### src/rtl/sd_transfer_sequencer_pkg.sv
// Shared definitions for the SD transfer sequencer: FSM states and SD command indices.
package sd_defines;

  localparam int unsigned CMD_INDEX_W = 6;

  localparam logic [CMD_INDEX_W-1:0] CMD12 = 6'd12;
  localparam logic [CMD_INDEX_W-1:0] CMD17 = 6'd17;
  localparam logic [CMD_INDEX_W-1:0] CMD18 = 6'd18;
  localparam logic [CMD_INDEX_W-1:0] CMD24 = 6'd24;
  localparam logic [CMD_INDEX_W-1:0] CMD25 = 6'd25;

  typedef enum logic [3:0] {
    S_IDLE,
    S_SEND_CMD,
    S_WAIT_CMD,
    S_START_DAT,
    S_WAIT_DAT,
    S_SEND_STOP,
    S_WAIT_STOP,
    S_DONE,
    S_FAIL
  } seq_state_t;

  function automatic logic [CMD_INDEX_W-1:0] xfer_cmd_index(input logic write_read,
                                                            input logic multiple);
    if (write_read) return multiple ? CMD25 : CMD24;
    return multiple ? CMD18 : CMD17;
  endfunction

endpackage

### src/rtl/sd_transfer_sequencer_timeout.sv
// Per-wait-state cycle counter; expired is asserted once TIMEOUT_CYCLES cycles have elapsed.
module sd_seq_timeout #(
  parameter int unsigned TIMEOUT_CYCLES = 1024
) (
  input  logic clock,
  input  logic reset,
  input  logic clear,
  input  logic enable,
  output logic expired
);

  localparam logic [15:0] LIMIT = 16'(TIMEOUT_CYCLES - 1);

  logic [15:0] count;

  always_ff @(posedge clock) begin
    if (!reset || clear) begin
      count <= '0;
    end else if (enable && !expired) begin
      count <= count + 16'd1;
    end
  end

  assign expired = enable && (count == LIMIT);

endmodule

### src/rtl/sd_transfer_sequencer.sv
// Sequences a full SD block transfer: data command, per-block DAT starts, optional CMD12,
// with a timeout on every wait.
module sd_transfer_sequencer
  import sd_defines::*;
#(
  parameter int unsigned TIMEOUT_CYCLES = 1024
) (
  input  logic                   clock,
  input  logic                   reset,
  input  logic                   start,
  input  logic                   write_read,
  input  logic [3:0]             block_count,
  input  logic [31:0]            address,
  output logic                   cmd_new,
  output logic [CMD_INDEX_W-1:0] cmd_index,
  output logic [31:0]            cmd_arg,
  input  logic                   cmd_done,
  input  logic                   cmd_error,
  output logic                   dat_new,
  output logic                   dat_write_read,
  output logic                   dat_multiple,
  output logic [3:0]             dat_blocks,
  input  logic                   dat_complete,
  output logic                   busy,
  output logic                   done,
  output logic                   error,
  output logic [3:0]             blocks_done
);

  seq_state_t state, state_next;
  logic       fail_flag, fail_next;
  logic       in_wait;
  logic       timeout_expired;

  assign in_wait = state inside {S_WAIT_CMD, S_WAIT_DAT, S_WAIT_STOP};

  // Every WAIT_* state is entered from a one-cycle SEND/START state, so holding the
  // counter clear outside the waits gives a fresh count on each entry.
  sd_seq_timeout #(.TIMEOUT_CYCLES(TIMEOUT_CYCLES)) u_timeout (
    .clock   (clock),
    .reset   (reset),
    .clear   (!in_wait),
    .enable  (in_wait),
    .expired (timeout_expired)
  );

  always_comb begin
    state_next = state;
    fail_next  = fail_flag;
    case (state)
      S_IDLE: begin
        fail_next = 1'b0;
        if (start) state_next = (block_count == 4'd0) ? S_FAIL : S_SEND_CMD;
      end
      S_SEND_CMD:  state_next = S_WAIT_CMD;
      S_WAIT_CMD: begin
        if (cmd_done)             state_next = cmd_error ? S_FAIL : S_START_DAT;
        else if (timeout_expired) state_next = S_FAIL;
      end
      S_START_DAT: state_next = S_WAIT_DAT;
      S_WAIT_DAT: begin
        if (dat_complete) begin
          if (({1'b0, blocks_done} + 5'd1) < {1'b0, dat_blocks}) state_next = S_START_DAT;
          else if (dat_multiple)                                 state_next = S_SEND_STOP;
          else                                                   state_next = S_DONE;
        end else if (timeout_expired) begin
          // A stalled multi-block transfer still gets its CMD12; the failure is reported after it.
          if (dat_multiple) begin
            state_next = S_SEND_STOP;
            fail_next  = 1'b1;
          end else begin
            state_next = S_FAIL;
          end
        end
      end
      S_SEND_STOP: state_next = S_WAIT_STOP;
      S_WAIT_STOP: begin
        if (cmd_done)             state_next = (cmd_error || fail_flag) ? S_FAIL : S_DONE;
        else if (timeout_expired) state_next = S_FAIL;
      end
      S_DONE:  state_next = S_IDLE;
      S_FAIL:  state_next = S_IDLE;
      default: state_next = S_IDLE;
    endcase
  end

  always_ff @(posedge clock) begin
    if (!reset) begin
      state          <= S_IDLE;
      fail_flag      <= 1'b0;
      cmd_new        <= 1'b0;
      cmd_index      <= '0;
      cmd_arg        <= '0;
      dat_new        <= 1'b0;
      dat_write_read <= 1'b0;
      dat_multiple   <= 1'b0;
      dat_blocks     <= '0;
      busy           <= 1'b0;
      done           <= 1'b0;
      error          <= 1'b0;
      blocks_done    <= '0;
    end else begin
      state     <= state_next;
      fail_flag <= fail_next;

      if (state == S_IDLE && start) begin
        dat_write_read <= write_read;
        dat_multiple   <= (block_count > 4'd1);
        dat_blocks     <= block_count;
        if (block_count != 4'd0) blocks_done <= '0;
      end else if (state == S_WAIT_DAT && dat_complete && blocks_done < dat_blocks) begin
        blocks_done <= blocks_done + 4'd1;
      end

      // Outputs decoded from the next state so they line up with the state they describe.
      cmd_new <= (state_next == S_SEND_CMD) || (state_next == S_SEND_STOP);
      if (state_next == S_SEND_CMD) begin
        cmd_index <= xfer_cmd_index(write_read, block_count > 4'd1);
        cmd_arg   <= address;
      end else if (state_next == S_SEND_STOP) begin
        cmd_index <= CMD12;
        cmd_arg   <= '0;
      end else begin
        cmd_index <= '0;
        cmd_arg   <= '0;
      end
      dat_new <= (state_next == S_START_DAT);
      busy    <= (state_next != S_IDLE);
      done    <= (state_next == S_DONE);
      error   <= (state_next == S_FAIL);
    end
  end

endmodule

### config.mk
export PLATFORM = sky130hd
export DESIGN_NAME = sd_transfer_sequencer
export DESIGN_NICKNAME = d
export VERILOG_FILES = /design/src/rtl/sd_transfer_sequencer_pkg.sv /design/src/rtl/sd_transfer_sequencer_timeout.sv /design/src/rtl/sd_transfer_sequencer.sv
export SDC_FILE = /design/constraint.sdc
export NUM_CORES = 1
export LEC_CHECK = 0
export BUFFER_PORTS_ARGS = -buffer_cell sky130_fd_sc_hd__buf_2
export CAP_MARGIN = 20
export CORE_MARGIN = 2
export CORE_UTILIZATION = 45
export DETAILED_ROUTE_END_ITERATION = 7
export MAX_ROUTING_LAYER = met4
export PLACE_DENSITY = 0.86
export SLEW_MARGIN = 20
export SYNTH_ARGS = -nofsm -noshare
export SYNTH_HDL_FRONTEND = slang
export SYNTH_SLANG_ARGS = --single-unit
export TNS_END_PERCENT = 50
### constraint.sdc
create_clock -name clock -period 2.6 [get_ports clock]
set_input_delay 0.13 -clock clock [delete_from_list [all_inputs] [get_ports clock]]
set_output_delay 0.13 -clock clock [all_outputs]
set_load 0.02 [all_outputs]
# After elaboration in Yosys (flattened, before gate mapping)

Cells that the tools add are included.

Register bits after elaboration: 74
Input port bits: 43
Output and inout port bits: 53

$add $sub $neg: 3
$lt $le $gt $ge: 3
Equality and inequality tests: 16
Muxes and demuxes: 29
Reductions and logical operators: 21

Operators by type and width:

| operator                | count |
|---|---|
| $mux W4                 | 14 |
| $pmux W4 S7             | 1 |
| $eq A4 B3 Y1 const B    | 5 |
| $mux W6                 | 3 |
| $add A16 B1 Y16 const B | 1 |
| $eq A16 B10 Y1 const B  | 1 |
| $eq A4 B2 Y1 const B    | 3 |
| $eq A4 B1 Y1 const B    | 2 |
| $logic_not A4 Y1        | 2 |
| $reduce_bool A4 Y1      | 2 |
| $mux W1                 | 7 |
| $add A4 B1 Y5 const B   | 1 |
| $logic_and A1 B1 Y1     | 5 |
| $lt A5 B4 Y1            | 1 |
| $add A4 B1 Y4 const B   | 1 |
| $eq A4 B4 Y1 const B    | 1 |
| $gt A4 B1 Y1 const B    | 1 |
| $lt A4 B4 Y1            | 1 |
| $mux W2                 | 2 |
| $ne A2 B1 Y1 const B    | 2 |
| $ne A2 B2 Y1 const B    | 2 |
| $reduce_and A2 Y1       | 2 |
| $reduce_and A4 Y1       | 1 |
| $reduce_bool A2 Y1      | 2 |
| other kinds (5)         | 9 |

# Depth between registers and ports, before layout

Gate-level depths: netlist of run 1.

Depth in word-level cells: 11
Gate-level depth with buffers: 11
Depth with buffers taken out: 10

# Modules after synthesis

From an unflattened synthesis of run 1, not the netlist that was laid out.

Cells, all modules: 362
Area, all modules: 3,325.7 sq um

Modules (own cells, without submodules):

| module                | times used | cells an instance | area each (sq um) |
|---|---|---|---|
| sd_transfer_sequencer | 1          | 256               | 2,437.3 |
| sd_seq_timeout        | 1          | 106               | 888.4 |

# Least setup slack after synthesis of run 1

OpenSTA, ideal clock, no wires.

Path kind: reg2reg
From: register blocks_done[0]
To: register cmd_arg[13]
Data arrival time: 2.508 ns
Required time: 2.541 ns
Path slack: 0.033 ns
Cell stages (with the launch flop): 12
Cell sequence: dfxtp_1 ha_1 nor2b_1 or2_2 ha_1 o21ai_0 a21oi_1 o21ai_0 o21ai_1 a211oi_4 buf_6 and2_1

Word-level cells in the longest chain between the ends: 7

Ends and longest elaborated chain:

| element                            | RTL line                     | RTL |
|---|---|---|
| start, declared                    | sd_transfer_sequencer.sv:27  | `output logic [3:0] blocks_done` |
| start signal, assigned             | sd_transfer_sequencer.sv:112 | `blocks_done <= blocks_done + 4'd1;` |
| $add A4 B1 Y5                      | sd_transfer_sequencer.sv:63  | `if (({1'b0, blocks_done} + 5'd1) < {1'b0, dat_blocks}) state_next = S_START_DAT;` |
| $lt A5 B4 Y1                       | sd_transfer_sequencer.sv:63  |  |
| $mux W3                            | sd_transfer_sequencer.sv:63  |  |
| $mux W4                            | sd_transfer_sequencer.sv:62  | `if (dat_complete) begin` |
| $pmux W4 S7                        | sd_transfer_sequencer.sv:50  | `case (state)` |
| $eq A4 B1 Y1                       | sd_transfer_sequencer.sv:117 | `if (state_next == S_SEND_CMD) begin` |
| $reduce_and A2 Y1 (no source line) | -                            |  |
| end signal, assigned               | sd_transfer_sequencer.sv:119 | `cmd_arg <= address;` |
| end, declared                      | sd_transfer_sequencer.sv:16  | `output logic [31:0] cmd_arg,` |

No other way between the ends.
A chain may end at the register's enable or synchronous reset.

# Worst setup path after layout of run 1

From: register blocks_done[0]
To: register cmd_arg[4]

Same word-level chain as after synthesis.

==> qor.yml, run 1 <==
ir_worst_vdd_mv: 0.5918
synth_top_area_cell: "dfxtp_1"
cts.sinks: 73
power.density_nw_per_um2: 688.9
min_from: "block_count[1]"
io_pins: 96
clock_latency_ns: 0.35
synth_edf_count: 0
drtAntennaViolNets: 0
gp_congestion: 0.8775
synthFlopType: "dfxtp_1"
hpwl_um: 4681
worstSetupPathType: "reg2reg"
p_total_w: 0.002791
grt_max_degree: 34
max_stage_delay_ns: 0.31
dieArea_um2: 7101
start_util: 0.4618
cp_slowest_cell: "dfxtp_1"
rsz0062_at_grt: "true"
mostFrequentLayoutCells: "buf_2, dfxtp_1, and2_1, dlygate4sd3_1, nor2_1"
area_delta_synth_final_pct: 39.75
tritoncts: "yes"
grt_pass1_vias: 2585
power.share.sequential: 0.455
slew_headroom: 0.5008
wirelength_um: 7165
cts_setup_buffers: 0
drc: 0
drive_gt1_frac: 0.3013
p_sw_frac: 0.3008
grt_pass1_wl_um: 11910
critPathLaunch: "blocks_done[0]$_SDFFE_PN0P_"
clkPwrFrac: 0.322
yosys.area.top_type_share: 0.5041
grt_overflow_total: 0
power_switching_w: 0.0008396
rows: 29
worst-path-buf-inv: 1
crit_top_cell: "ha_1"
core_area_um2: 6277
netlist_instances: 304
setup_violations: 0
synth.net_count: 355
grt_use_met2: 0.3586
drt_iter0_markers: 171
ys_top_cells_by_area: "dfxtp_1, and2_1, nor2_1, ha_1, a21oi_1"
worstMarginPinSlew_ns: 0.7437
critPathTopFamily: "compound AO/OA/AOI/OAI gates"
cap_violations: 0
synth_cell_type_count: 46
cts.root.buffer_cell: "clkbuf_8"
synth_warnings: 0
cts_buffers: 9
period_share: 0.9543
first_pass_iters: 5
met1_usage: 0.2415
fill_cells: 490
synth-seq-cells: 73
path_cells: "ha_1 -> nor2b_1 -> or2_2 -> ha_1 -> o21ai_1 -> a21oi_2 -> o21a_1 -> o2111ai_4 -> a211oi_4 -> buf_12 -> and2_1"
drv_slew: 0
grtUsageTotal: 0.2170
status: "completed"
nets: 494
hold_ws_ns: 0.05123
grtUsageMet3: 0.05801
cp_max_fo: 33
vias: 2651
critPathRequiredTime_ns: 2.85
clock_skew_ns: 0.01298
worstHoldPathType: "in2reg"
die_w_um: 84.27
avgSynthCellArea_um2: 9.536
post-route-min-period_ns: 2.481
rr_startpoint: "blocks_done[0]$_SDFFE_PN0P_"
wl_per_cell_um: 13.65
async_flop_share: 0
yosysSeqAreaShare: 0.5041
cp-start-kind: "flop"
critPathCaptureType: "flop"
h-tree-depth: 3
port_buffers: 94
hold_viol: 0
arrival_ns: 2.73
fp.dieH_um: 84.27
clkTransAtPathRegs_ns: 0.08
vias_per_cell: 5.050
max_freq_mhz: 403.0
n_antenna_cell: 0
combinationalPowerShare: 0.223
busiest_layer: "met2"
cts_max_path_buffers: 2
antenna_found_initial: 0
netlist_area_um2: 2899
final_common_cell: "buf_2"
p_leak_nw: 1.812
p_int_w: 0.001952
through the flow:
stage / cells / setup WS [ns] / utilization / cell area, um^2 / setup TNS (ns)
after global placement: 476 / 0.08611 / 0.5581 / 3503 / 0
after CTS: 525 / 0.05145 / 0.6436 / 4040 / 0
final: 525 / 0.1187 / 0.6454 / 4051 / 0
after floorplan: 304 / 0.03318 / - / 2899 / 0
after global routing: 525 / -0.02064 / 0.6454 / 4051 / -0.06538
after detailed placement: 476 / 0.003747 / 0.5581 / 3503 / 0
flip-flops by register name, indices dropped and copies added (netlist names):
| signal | count |
|---|---|
| cmd_arg | 32 |
| fail_flag | 1 |
| dat_blocks | 4 |
| u_timeout.count | 16 |
| state | 4 |
| cmd_new | 1 |
| error | 1 |
| dat_multiple | 1 |
| done | 1 |
| dat_new | 1 |
| busy | 1 |
| dat_write_read | 1 |
| cmd_index | 5 |
| blocks_done | 4 |
power groups by stage:
stage                     clock network (W)  registers, W  logic [W]
final                              0.000899       0.00127   0.000621
after global routing               0.000967       0.00128   0.000675
after CTS                          0.000915       0.00127   0.000611
after detailed placement                  0       0.00129   0.000570
after global placement                    0       0.00129   0.000557
after floorplan                           0       0.00138   0.000293
cell type report:
class | count | area, um^2 | share of cell area
inverter | 7 | 26.28 | 0.006485
clock inverter | 6 | 65.06 | 0.01606
clock buffer | 10 | 137.6 | 0.03397
timing repair buffer | 140 | 910.9 | 0.2248
multi-input combinational | 212 | 1354 | 0.3342
sequential | 73 | 1461 | 0.3607
tap | 77 | 96.34 | 0.02378
repair_timing:
item	CTS	global route
hold buffers	33	0
pin swaps	0	2
cloned	0	0
gates resized for setup	2	4
hold endpoints to repair	33	0
endpoints found under the setup margin	18	34
logic make-up after synthesis:
kind of cell	count (synthesis)	share of synthesized area
simple gates	144	0.2693
other cells	1	0.001294
buf+inv	19	0.03409
flops	73	0.5041
xor+xnor	13	0.03928
mux	1	0.003884
compound gates	45	0.1135
fa+ha+maj	8	0.03453
tightest hold or removal path, stage by stage:
cell,delay (ns)
buf_2,0.11
nand3_1,0.06
a21oi_1,0.05
layer usage:
metal / vias to the layer above / share of wire
met3: 25 / 0.065
met1: 1197 / 0.41
met4: 0 / 0.035
li1: 1321 / -
met5: - / 0
met2: 108 / 0.49
worst paths after layout:
check,cells past startpoint,end,slack [ns]
worst max-delay path,11,cmd_arg[4]$_SDFF_PN0_,0.12
worst min-delay path,3,dat_blocks[1]$_SDFFE_PN0P_,0.05
worst max register to register,11,cmd_arg[4]$_SDFF_PN0_,0.12
worst min register to register,2,dat_blocks[1]$_SDFFE_PN0P_,0.48
Yosys cell counts (all sizes together) (7+ instances only):
| cell | number |
|---|---|
| a21oi | 17 |
| and2 | 33 |
| nor3 | 8 |
| nand3 | 14 |
| xnor2 | 8 |
| nor2 | 30 |
| dfxtp | 73 |
| nand2 | 20 |
| o21ai | 7 |
| ha | 8 |
| inv | 7 |
Power figures use the tool's default switching activity.
==> run 2, diff against run 1 <==
--- a/config.mk
+++ b/config.mk
@@ -8,10 +8,10 @@
 export BUFFER_PORTS_ARGS = -buffer_cell sky130_fd_sc_hd__buf_2
 export CAP_MARGIN = 20
 export CORE_MARGIN = 2
-export CORE_UTILIZATION = 45
+export CORE_UTILIZATION = 50
 export DETAILED_ROUTE_END_ITERATION = 7
 export MAX_ROUTING_LAYER = met4
-export PLACE_DENSITY = 0.86
+export PLACE_DENSITY = 0.9
 export SLEW_MARGIN = 20
 export SYNTH_ARGS = -nofsm -noshare
 export SYNTH_HDL_FRONTEND = slang
==> constraint.sdc (replaced) <==
create_clock -name clock -period 2.4 [get_ports clock]
set_input_delay 0.12 -clock clock [delete_from_list [all_inputs] [get_ports clock]]
set_output_delay 0.12 -clock clock [all_outputs]
set_load 0.02 [all_outputs]
==> qor.yml, run 2 (synthesis gave the netlist of run 1 again) <==
p_total_w: 0.003406  # +22%
fin_ws_ns: -0.2100  # -0.3287 ns
max_freq_mhz: 383.1  # -4.9%
final_common_cell: "buf_2"
combinationalPowerShare: 0.264  # +0.041
reg2reg_slack_ns: -0.21  # -0.33 ns
grt_max_degree: 18  # -47%
clkTransAtPathRegs_ns: 0.09  # about the same
setup_violations: 43  # +43
cp-start-kind: "flop"
power_switching_w: 0.001117  # +33%
power.share.sequential: 0.409  # -0.046
worstHoldPathType: "in2reg"
period_share: 1.088  # +0.1332
first_pass_iters: 8  # +3
dp_slack_ns: -0.1928  # -0.1965 ns
cts_buffers: 9  # unchanged
nets: 516  # +4.5%
cts.root.buffer_cell: "clkbuf_8"
reg2reg_depth: 12  # +1
wl_per_cell_um: 21.31  # +56%
die_w_um: 80.15  # -4.9%
p_int_w: 0.002290  # +17%
cts_max_path_buffers: 2  # unchanged
drt_iter0_markers: 411  # +140%
top_register: "cmd_arg"
drv_slew: 0  # unchanged
post-route-min-period_ns: 2.610  # +0.1287 ns
dieArea_um2: 6423  # -9.5%
rr_startpoint: "blocks_done[0]$_SDFFE_PN0P_"
drc: 0  # unchanged
cap_violations: 0  # unchanged
hpwl_um: 5345  # +14%
worstMarginPinSlew_ns: 0.7156  # -0.02807 ns
min_from: "block_count[0]"
ir_worst_vdd_mv: 0.5854  # -1.1%
cts.sinks: 73  # unchanged
mostFrequentLayoutCells: "buf_2, dfxtp_1, dlygate4sd3_1"
grt_overflow_total: 0  # unchanged
hold_viol: 0  # unchanged
h-tree-depth: 3  # unchanged
worstSetupPathType: "reg2reg"
cp_max_fo: 8  # -76%
rsz0062_at_grt: "true"
holdPathStages: 3  # unchanged
reg_top3: "cmd_arg (32), u_timeout.count (16), cmd_index (5)"
p_leak_nw: 1.946  # +7.4%
fill_cells: 289  # -41%
area_delta_synth_final_pct: 49.12
whs_endpoint: "dat_blocks[0]$_SDFFE_PN0P_"
clkPwrFrac: 0.327  # +0.005
wirelength_um: 11550  # +61%
antenna_found_initial: 0  # unchanged
rows: 27  # -6.9%
fp.dieH_um: 80.15  # -4.9%
port_buffers: 94  # unchanged
critPathRequiredTime_ns: 2.71  # -0.14 ns
clock_latency_ns: 0.38  # +0.03 ns
status: "finished, violations left"
start_util: 0.5233  # +0.06143
tritoncts: "yes"
core_area_um2: 5540  # -12%
clock_skew_ns: 0.02387  # +0.01089 ns
largest_register_ffs: 32  # unchanged
arrival_ns: 2.92  # +0.19 ns
violations: "setup timing"
slew_headroom: 0.5197  # +0.01884
grt_pass1_vias: 3083  # +19%
vias_per_cell: 6.015  # +19%
power.density_nw_per_um2: 788.0  # +14%
gp_congestion: 0.8675  # -1.1%
grtUsageTotal: 0.3241  # +0.1071
grt_pass1_wl_um: 15030  # +26%
r2r-end: "cmd_arg[22]$_SDFF_PN0_"
drtAntennaViolNets: 0  # unchanged
n_antenna_cell: 0  # unchanged
critPathCaptureType: "flop"
drive_gt1_frac: 0.3702  # +0.06887
vias: 3260  # +23%
io_pins: 96  # unchanged
p_sw_frac: 0.3278  # +0.02703
-- run 2: worst max path at each step --
stage,start,slack (ns),cells after the start,to
6_report,blocks_done[0]$_SDFFE_PN0P_,-0.21,12,cmd_arg[22]$_SDFF_PN0_
5_1_grt,blocks_done[0]$_SDFFE_PN0P_,-0.31,12,cmd_arg[22]$_SDFF_PN0_
4_1_cts,u_timeout.count[15]$_SDFFE_PP0P_,-0.03,8,cmd_arg[15]$_SDFF_PN0_
3_5_place_dp,blocks_done[0]$_SDFFE_PN0P_,-0.19,11,cmd_index[1]$_SDFF_PP0_
3_3_place_gp,blocks_done[0]$_SDFFE_PN0P_,-0.03,11,cmd_index[1]$_SDFF_PP0_
2_1_floorplan,u_timeout.count[15]$_SDFFE_PP0P_,-0.08,8,cmd_arg[13]$_SDFF_PN0_
-- run 2: critical path, stage by stage, from the launching register on --
cell and delay [ns]:
dfxtp_2 0.35, ha_4 0.17, nor2b_2 0.15, or2_4 0.25
ha_4 0.27, o21ai_2 0.06, a21oi_2 0.20, o21a_1 0.23
o2111ai_4 0.18, a211oi_4 0.26, buf_6 0.16, clkbuf_16 0.14
and2_1 0.14
-- run 2: routing by layer --
layer / global-route usage / routed length [um] / up-vias
met5: - / 0 / -
met4: 0.2441 / 960 / 0
met3: 0.08876 / 1062 / 100
met2: 0.5425 / 5626 / 289
met1: 0.3204 / 3900 / 1506
li1: - / - / 1365
-- run 2: metrics by stage --
step / std cells / utilization / cell area [um^2] / TNS (ns) / hold WS [ns]
6_report: 542 / 0.7803 / 4323 / -6.286 / 0.02140
5_1_grt: 542 / 0.7803 / 4323 / -9.680 / 0.02723
4_1_cts: 536 / 0.7640 / 4233 / -0.2829 / 0.03497
3_5_place_dp: 481 / 0.6459 / 3578 / -4.902 / 0.3236
3_3_place_gp: 481 / 0.6459 / 3578 / -0.5326 / 0.3199
2_1_floorplan: 304 / - / 2908 / -2.176 / 0.1985
-- run 2: layout make-up --
type                            count  area, um^2  share of cell area
Clock buffer                       10       127.6             0.02952
Sequential cell                    73        1468              0.3395
Timing Repair Buffer              162        1099              0.2541
Tap cell                           72       90.09             0.02084
Clock inverter                      6       90.09             0.02084
Inverter                            7       26.28            0.006078
Multi-Input combinational cell    212        1423              0.3291
-- run 2: timing repair --
| action | 4_1_cts | 5_1_grt |
|---|---|---|
| resized for setup | 12 | 12 |
| pin swaps | 6 | 3 |
| endpoints found under the setup margin | 41 | 44 |
| hold buffers | 33 | 0 |
| hold endpoints to repair | 33 | 0 |
| cloned | 1 | 2 |
| setup buffers | 5 | 5 |
-- run 2: power groups by stage --
| stage | Combinational [W] | Sequential, W | Clock, W |
|---|---|---|---|
| after floorplan | 0.000319 | 0.00150 | 0 |
| after global placement | 0.000627 | 0.00139 | 0 |
| after detailed placement | 0.000651 | 0.00140 | 0 |
| after CTS | 0.000765 | 0.00137 | 0.00107 |
| after global routing | 0.000944 | 0.00139 | 0.00115 |
| final | 0.000901 | 0.00139 | 0.00111 |
